--- src/rtl/hash_pkg.sv ---
// hash_pkg: types and constants shared by the hash-table request stream
// transmitter and the hash-table pipeline behind it.
//   op_e       : 2-bit opcode carried in the top two bits of each stream word
//   tx_state_e : packet framing state of the transmitter
//   KEEP_ALL   : byte qualifier driven on every beat
package hash_pkg;

  typedef enum logic [1:0] {
    NOP    = 2'b00,
    READ   = 2'b01,
    WRITE  = 2'b10,
    DELETE = 2'b11
  } op_e;

  // IDLE: no beat of the current packet loaded yet; OPEN: at least one loaded.
  typedef enum logic {
    TX_IDLE = 1'b0,
    TX_OPEN = 1'b1
  } tx_state_e;

  localparam logic [7:0] KEEP_ALL = 8'hFF;

  // Nops are acknowledged but never occupy a FIFO slot.
  function automatic logic is_nop(input logic [1:0] op);
    return op == NOP;
  endfunction

endpackage

--- src/rtl/sync_fifo.sv ---
// sync_fifo: single-clock FIFO with occupancy count.
//   clk, reset : clock, synchronous active-high reset (empties the FIFO)
//   push_i     : write din_i (ignored when full)
//   din_i      : write data
//   pop_i      : advance read pointer (ignored when empty)
//   dout_o     : head entry (first-word fall-through)
//   count_o    : current number of entries
//   full_o     : count_o == DEPTH
// DEPTH must be a power of two so the pointers wrap by overflow.
module sync_fifo #(
  parameter int WIDTH = 32,
  parameter int DEPTH = 4,
  localparam int AW = $clog2(DEPTH),
  localparam int CW = AW + 1
) (
  input  logic             clk,
  input  logic             reset,
  input  logic             push_i,
  input  logic [WIDTH-1:0] din_i,
  input  logic             pop_i,
  output logic [WIDTH-1:0] dout_o,
  output logic [CW-1:0]    count_o,
  output logic             full_o
);

  logic [WIDTH-1:0] mem_q [DEPTH];
  logic [AW-1:0]    wr_ptr_q, rd_ptr_q;
  logic [CW-1:0]    cnt_q;
  logic             push_ok, pop_ok;

  assign full_o  = (cnt_q == CW'(DEPTH));
  assign push_ok = push_i && !full_o;
  assign pop_ok  = pop_i && (cnt_q != '0);
  assign dout_o  = mem_q[rd_ptr_q];
  assign count_o = cnt_q;

  // Storage needs no reset: only entries below cnt_q are ever read.
  always_ff @(posedge clk) begin
    if (push_ok) mem_q[wr_ptr_q] <= din_i;
  end

  always_ff @(posedge clk) begin
    if (reset) begin
      wr_ptr_q <= '0;
      rd_ptr_q <= '0;
      cnt_q    <= '0;
    end else begin
      if (push_ok) wr_ptr_q <= wr_ptr_q + AW'(1);
      if (pop_ok)  rd_ptr_q <= rd_ptr_q + AW'(1);
      cnt_q <= cnt_q + CW'(push_ok) - CW'(pop_ok);
    end
  end

endmodule

--- src/rtl/hash_op_stream_tx.sv ---
// hash_op_stream_tx: turns hash-table commands into the framed request stream.
//   clk, reset      : clock, synchronous active-high reset
//   cmd_valid_i/cmd_ready_o/cmd_op_i/cmd_payload_i : command handshake
//   flush_i         : pulse; close the open packet as soon as possible
//   data_o          : {op, payload}
//   valid_o/last_o/keep_o : output beat, packet end, byte qualifier
//   ready_i         : downstream backpressure
// Optional HASH_TX_STATS_EN adds stat_cmd_o / stat_nop_o / stat_pkt_o
// (16-bit wrapping: accepted non-nop commands, dropped nops, sent packets).
//
// A packet is only left open while another entry remains buffered, so the
// final beat of every packet can always be marked last at load time.
module hash_op_stream_tx
  import hash_pkg::*;
#(
  parameter int DATA_WIDTH   = 32,
  parameter int FIFO_DEPTH   = 4,
  parameter int MAX_BURST    = 8,
  parameter int IDLE_TIMEOUT = 16
) (
  input  logic                  clk,
  input  logic                  reset,
  input  logic                  cmd_valid_i,
  output logic                  cmd_ready_o,
  input  logic [1:0]            cmd_op_i,
  input  logic [DATA_WIDTH-3:0] cmd_payload_i,
  input  logic                  flush_i,
  output logic [DATA_WIDTH-1:0] data_o,
  output logic                  valid_o,
  output logic                  last_o,
  output logic [7:0]            keep_o,
  input  logic                  ready_i
`ifdef HASH_TX_STATS_EN
  ,
  output logic [15:0]           stat_cmd_o,
  output logic [15:0]           stat_nop_o,
  output logic [15:0]           stat_pkt_o
`endif
);

  localparam int CW = $clog2(FIFO_DEPTH) + 1;
  localparam int BW = $clog2(MAX_BURST) + 1;
  localparam int IW = $clog2(IDLE_TIMEOUT + 1);

  logic [CW-1:0]         fifo_cnt;
  logic                  fifo_full;
  logic [DATA_WIDTH-1:0] fifo_dout;

  logic                  push, load, load_last, org_free, burst_end, n_one, n_ge2;
  logic                  cmd_fire;

  logic [DATA_WIDTH-1:0] data_q;
  logic                  valid_q, last_q;
  tx_state_e             state_q;
  logic [BW-1:0]         beat_cnt_q, beat_cnt_d;
  logic [IW-1:0]         idle_cnt_q, idle_cnt_d;
  logic                  flush_pend_q, flush_pend_d;

  assign cmd_ready_o = !fifo_full;
  assign cmd_fire    = cmd_valid_i && cmd_ready_o;
  assign push        = cmd_fire && !is_nop(cmd_op_i);

  sync_fifo #(.WIDTH(DATA_WIDTH), .DEPTH(FIFO_DEPTH)) u_fifo (
    .clk     (clk),
    .reset   (reset),
    .push_i  (push),
    .din_i   ({cmd_op_i, cmd_payload_i}),
    .pop_i   (load),
    .dout_o  (fifo_dout),
    .count_o (fifo_cnt),
    .full_o  (fifo_full)
  );

  // Load decisions use the occupancy before this cycle's push.
  assign org_free  = !valid_q || ready_i;
  assign burst_end = (beat_cnt_q == BW'(MAX_BURST - 1));
  assign n_one     = (fifo_cnt == CW'(1));
  assign n_ge2     = (fifo_cnt >= CW'(2));

  always_comb begin
    load         = 1'b0;
    load_last    = 1'b0;
    beat_cnt_d   = beat_cnt_q;
    idle_cnt_d   = idle_cnt_q;
    flush_pend_d = flush_pend_q;

    if (org_free) begin
      if (n_ge2) begin
        load      = 1'b1;
        load_last = burst_end;
      end else if (n_one && (flush_pend_q || burst_end ||
                             idle_cnt_q == IW'(IDLE_TIMEOUT))) begin
        // The lone remaining entry has to close the packet.
        load      = 1'b1;
        load_last = 1'b1;
      end
    end

    if (load) beat_cnt_d = load_last ? '0 : beat_cnt_q + BW'(1);

    if (push || load || !n_one)              idle_cnt_d = '0;
    else if (idle_cnt_q != IW'(IDLE_TIMEOUT)) idle_cnt_d = idle_cnt_q + IW'(1);

    // A flush with nothing buffered and no open packet has nothing to close.
    if (load && load_last)                                    flush_pend_d = 1'b0;
    else if (flush_i && (fifo_cnt != '0 || state_q == TX_OPEN)) flush_pend_d = 1'b1;
  end

  always_ff @(posedge clk) begin
    if (reset) begin
      state_q      <= TX_IDLE;
      data_q       <= '0;
      valid_q      <= 1'b0;
      last_q       <= 1'b0;
      beat_cnt_q   <= '0;
      idle_cnt_q   <= '0;
      flush_pend_q <= 1'b0;
    end else begin
      beat_cnt_q   <= beat_cnt_d;
      idle_cnt_q   <= idle_cnt_d;
      flush_pend_q <= flush_pend_d;
      if (load) begin
        data_q  <= fifo_dout;
        last_q  <= load_last;
        valid_q <= 1'b1;
        state_q <= load_last ? TX_IDLE : TX_OPEN;
      end else if (valid_q && ready_i) begin
        valid_q <= 1'b0;
        last_q  <= 1'b0;
      end
    end
  end

  assign data_o  = data_q;
  assign valid_o = valid_q;
  assign last_o  = last_q;
  assign keep_o  = KEEP_ALL;

`ifdef HASH_TX_STATS_EN
  logic [15:0] stat_cmd_q, stat_nop_q, stat_pkt_q;

  always_ff @(posedge clk) begin
    if (reset) begin
      stat_cmd_q <= '0;
      stat_nop_q <= '0;
      stat_pkt_q <= '0;
    end else begin
      if (push)                          stat_cmd_q <= stat_cmd_q + 16'd1;
      if (cmd_fire && is_nop(cmd_op_i))  stat_nop_q <= stat_nop_q + 16'd1;
      if (valid_q && ready_i && last_q)  stat_pkt_q <= stat_pkt_q + 16'd1;
    end
  end

  assign stat_cmd_o = stat_cmd_q;
  assign stat_nop_o = stat_nop_q;
  assign stat_pkt_o = stat_pkt_q;
`endif

endmodule

--- config.mk ---
export PLATFORM = sky130hd
export DESIGN_NAME = hash_op_stream_tx
export DESIGN_NICKNAME = d
export VERILOG_FILES = /design/src/rtl/hash_pkg.sv /design/src/rtl/sync_fifo.sv /design/src/rtl/hash_op_stream_tx.sv
export SDC_FILE = /design/constraint.sdc
export NUM_CORES = 1
export LEC_CHECK = 0
export ABC_AREA = 1
export ABC_CLOCK_PERIOD_IN_PS = 3400
export CAP_MARGIN = 0
export CELL_PAD_IN_SITES_DETAIL_PLACEMENT = 1
export CELL_PAD_IN_SITES_GLOBAL_PLACEMENT = 1
export CORE_MARGIN = 2
export CORE_UTILIZATION = 26
export DETAILED_ROUTE_END_ITERATION = 10
export GPL_ROUTABILITY_DRIVEN = 0
export MAX_ROUTING_LAYER = met4
export PLACE_DENSITY_LB_ADDON = 0.1
export RECOVER_POWER = 50
export SLEW_MARGIN = 5
export SYNTH_ARGS = -nofsm -noshare
export SYNTH_HDL_FRONTEND = slang
export SYNTH_HIERARCHICAL = 1
export SYNTH_SLANG_ARGS = --single-unit
--- constraint.sdc ---
create_clock -name clk -period 3.4 [get_ports clk]
set_input_delay 0.34 -clock clk [delete_from_list [all_inputs] [get_ports clk]]
set_output_delay 0.34 -clock clk [all_outputs]
set_load 0.01 [all_outputs]
==> reports/qor.yml <==
end_kind: "flop"
grt-ovfl-total: 0
ys_seq_area_frac: 0.684
cts-hold-fix-buffers: 0
start_kind: "flop"
coreArea_mm2: 0.0271
postRouteAntennaNets: 0
critPathBufInv: 4
period_needed_ns: 2.63
yosys-top-cells-area: "edfxtp_1, dfxtp_1, nor2_1"
syn-mean-instance-area_um2: 11.7
critical-path-top-delay-family: "simple AND/OR/NAND/NOR gates"
outcome: "completed"
placed_cells: 1047
slew_viol_final: 0
via_count: 4748
fin_skew_ns: 0.0139
cts-resized-gates: 0
grt.total_usage: 0.138
clock-root-buffer: "clkbuf_16"
layout_common_cells: "nor2_1, edfxtp_1, o21ai_0"
finalHoldViolCount: 0
syn_to_final_growth_pct: 22.9
die_w_um: 170
clk_pin_slew_ns: 0.07
dieArea_mm2: 0.0290
ir_drop_v: 0.000289
netlist_area_mm2: 0.00720
drtIter0Drc: 216
cts_tree: "built"
fin_cells: 1079
std_cell_rows: 60
cts_max_level: 4
post-cts-setup-buffer-count: 0
max_stage_delay_ns: 0.43
post-synth-top-area-cell: "edfxtp_1"
required_ns: 3.71
crit_slowest_cell: "dfxtp_1"
setup_tns_ns: 0
syn-instance-count: 618
cpMostUsedCell: "inv_1"
ys_types: 32
ys_seq_elements: 182
dp_hpwl_mm: 11.2
critical_path_class: "flop to flop"
setup_violations: 0
slew_headroom: 0.299
clk_latency_ns: 0.43
layout-drive-gt1-share: 0.106
cts_made_buffers: 17
grt_pass1_vias: 5164
drc: 0
rsz0062_at_grt: "no"
hold_path_class: "flop to flop"
cp.arrival_ns: 2.95
fin_crit_sh: 0.774
worst_pin_slew_ns: 1.05
finalNetCount: 741
power_per_cell_area_mw_per_mm2: 798
max_freq_ghz: 0.380
wirelength_mm: 18.5
first_pass_iters: 4
ctsLongestPathBuffers: 2
yosys_warnings: 6
crit_path_cell_trace: "nor2_1, nand2_1, inv_1, inv_1, nand2_1, nor2_1, nand2_1, ha_1, inv_1, ha_1, inv_1, fa_1, o21ai_0, nor2_1"
initial_core_util: 0.266
grt_pass1_wl_mm: 29.3
antenna_found_initial: 0
io_pins: 80
numPortBuffers: 71
wire_per_inst_um: 17.2
synth_top_area_frac: 0.534
p_leak_nw: 3.21
clkSinkCount: 182
die_h_um: 170
p_total_mw: 7.06
max_cap_violations: 0
final_common_cell: "nor2_1"
grt_max_degree: 65
via_per_inst: 4.40
cp_max_fo: 6
diodes: 0
-- worst reg2reg max path, cell delays in order (launching register included) --
cell	delay, ns
dfxtp_1	0.43
nor2_1	0.11
nand2_1	0.17
inv_1	0.06
inv_1	0.07
nand2_1	0.06
nor2_1	0.30
nand2_1	0.15
ha_1	0.32
inv_1	0.06
ha_1	0.14
inv_1	0.05
fa_1	0.37
o21ai_0	0.17
nor2_1	0.05
-- cell usage after synthesis --
cell type	number
o21ai_1	33
nand3_2	1
buf_6	15
nand2_4	2
o21ai_0	67
inv_8	1
nand2_8	1
buf_12	1
a21oi_1	12
nand3_1	11
xor2_1	2
a21boi_0	3
or2_2	1
ha_1	9
o22ai_1	32
buf_4	11
clkbuf_1	4
buf_2	7
fa_1	1
or2_1	1
dfxtp_1	54
nor2_1	141
nand2_1	27
nor2_2	10
a21oi_2	4
conb_1	1
inv_6	1
nand4_1	1
inv_2	1
inv_1	32
edfxtp_1	128
nand2_2	3
-- report_power, final --
group,internal (mW),switching (mW),total [mW]
clock,1.12,0.927,2.05
combinational,0.741,1.29,2.03
sequential,2.77,0.216,2.99
total,4.64,2.43,7.06
-- state kept, by name, indices dropped and copies added, names as in the netlist, named ones only --
signal           count
idle_cnt_q           5
flush_pend_q         1
state_q              1
valid_o              1
last_o               1
u_fifo/count_o       3
u_fifo/wr_ptr_q      2
u_fifo/rd_ptr_q      2
beat_cnt_q           4
data_o              32
u_fifo/mem_q       128
-- metrics by stage --
| stage | util | instance area, um^2 | worst slack [ns] | hold WS [ns] |
|---|---|---|---|---|
| 2_1_floorplan | - | 7230 | 0.395 | 0.402 |
| 3_3_place_gp | 0.305 | 8250 | 0.708 | 0.461 |
| 3_5_place_dp | 0.305 | 8250 | 0.585 | 0.462 |
| 4_1_cts | 0.327 | 8860 | 0.756 | 0.477 |
| 5_1_grt | 0.327 | 8850 | 0.526 | 0.492 |
| 6_report | 0.327 | 8850 | 0.769 | 0.472 |
-- worst paths after layout --
check	startpoint	end	slack, ns	depth (start not counted)
hold / removal	state_q	state_q	0.47	2
hold reg to reg	state_q	state_q	0.47	2
setup / recovery	u_fifo/count_o[1]	u_fifo/count_o[2]	0.77	14
setup reg to reg	u_fifo/count_o[1]	u_fifo/count_o[2]	0.77	14
-- kinds of logic after synthesis --
| kind of cell | share of synthesized area |
|---|---|
| buffers and inverters | 0.0646 |
| DFF | 0.684 |
| and+or+nand+nor | 0.116 |
| other | 0.000521 |
| xor gates and xnor gates | 0.00243 |
| AOI/OAI and AO/OA | 0.114 |
| adders and majority gates | 0.0184 |
-- metal layers --
| layer | global-route usage | vias to the layer above | wire, um |
|---|---|---|---|
| met5 | - | - | 0 |
| met4 | 0.0435 | 0 | 212 |
| met3 | 0.0216 | 14 | 439 |
| met2 | 0.236 | 69 | 9250 |
| met1 | 0.169 | 2381 | 8640 |
| li1 | - | 2284 | - |
-- final cells by class --
| type | count | area (um^2) |
|---|---|---|
| Sequential cell | 182 | 4930 |
| Clock inverter | 14 | 181 |
| Timing Repair Buffer | 88 | 845 |
| Clock buffer | 18 | 429 |
| Tap cell | 372 | 465 |
| Multi-Input combinational cell | 370 | 1860 |
| Inverter | 35 | 144 |
| Fill cell | 3001 | 18300 |
Power figures use the tool's default switching activity.
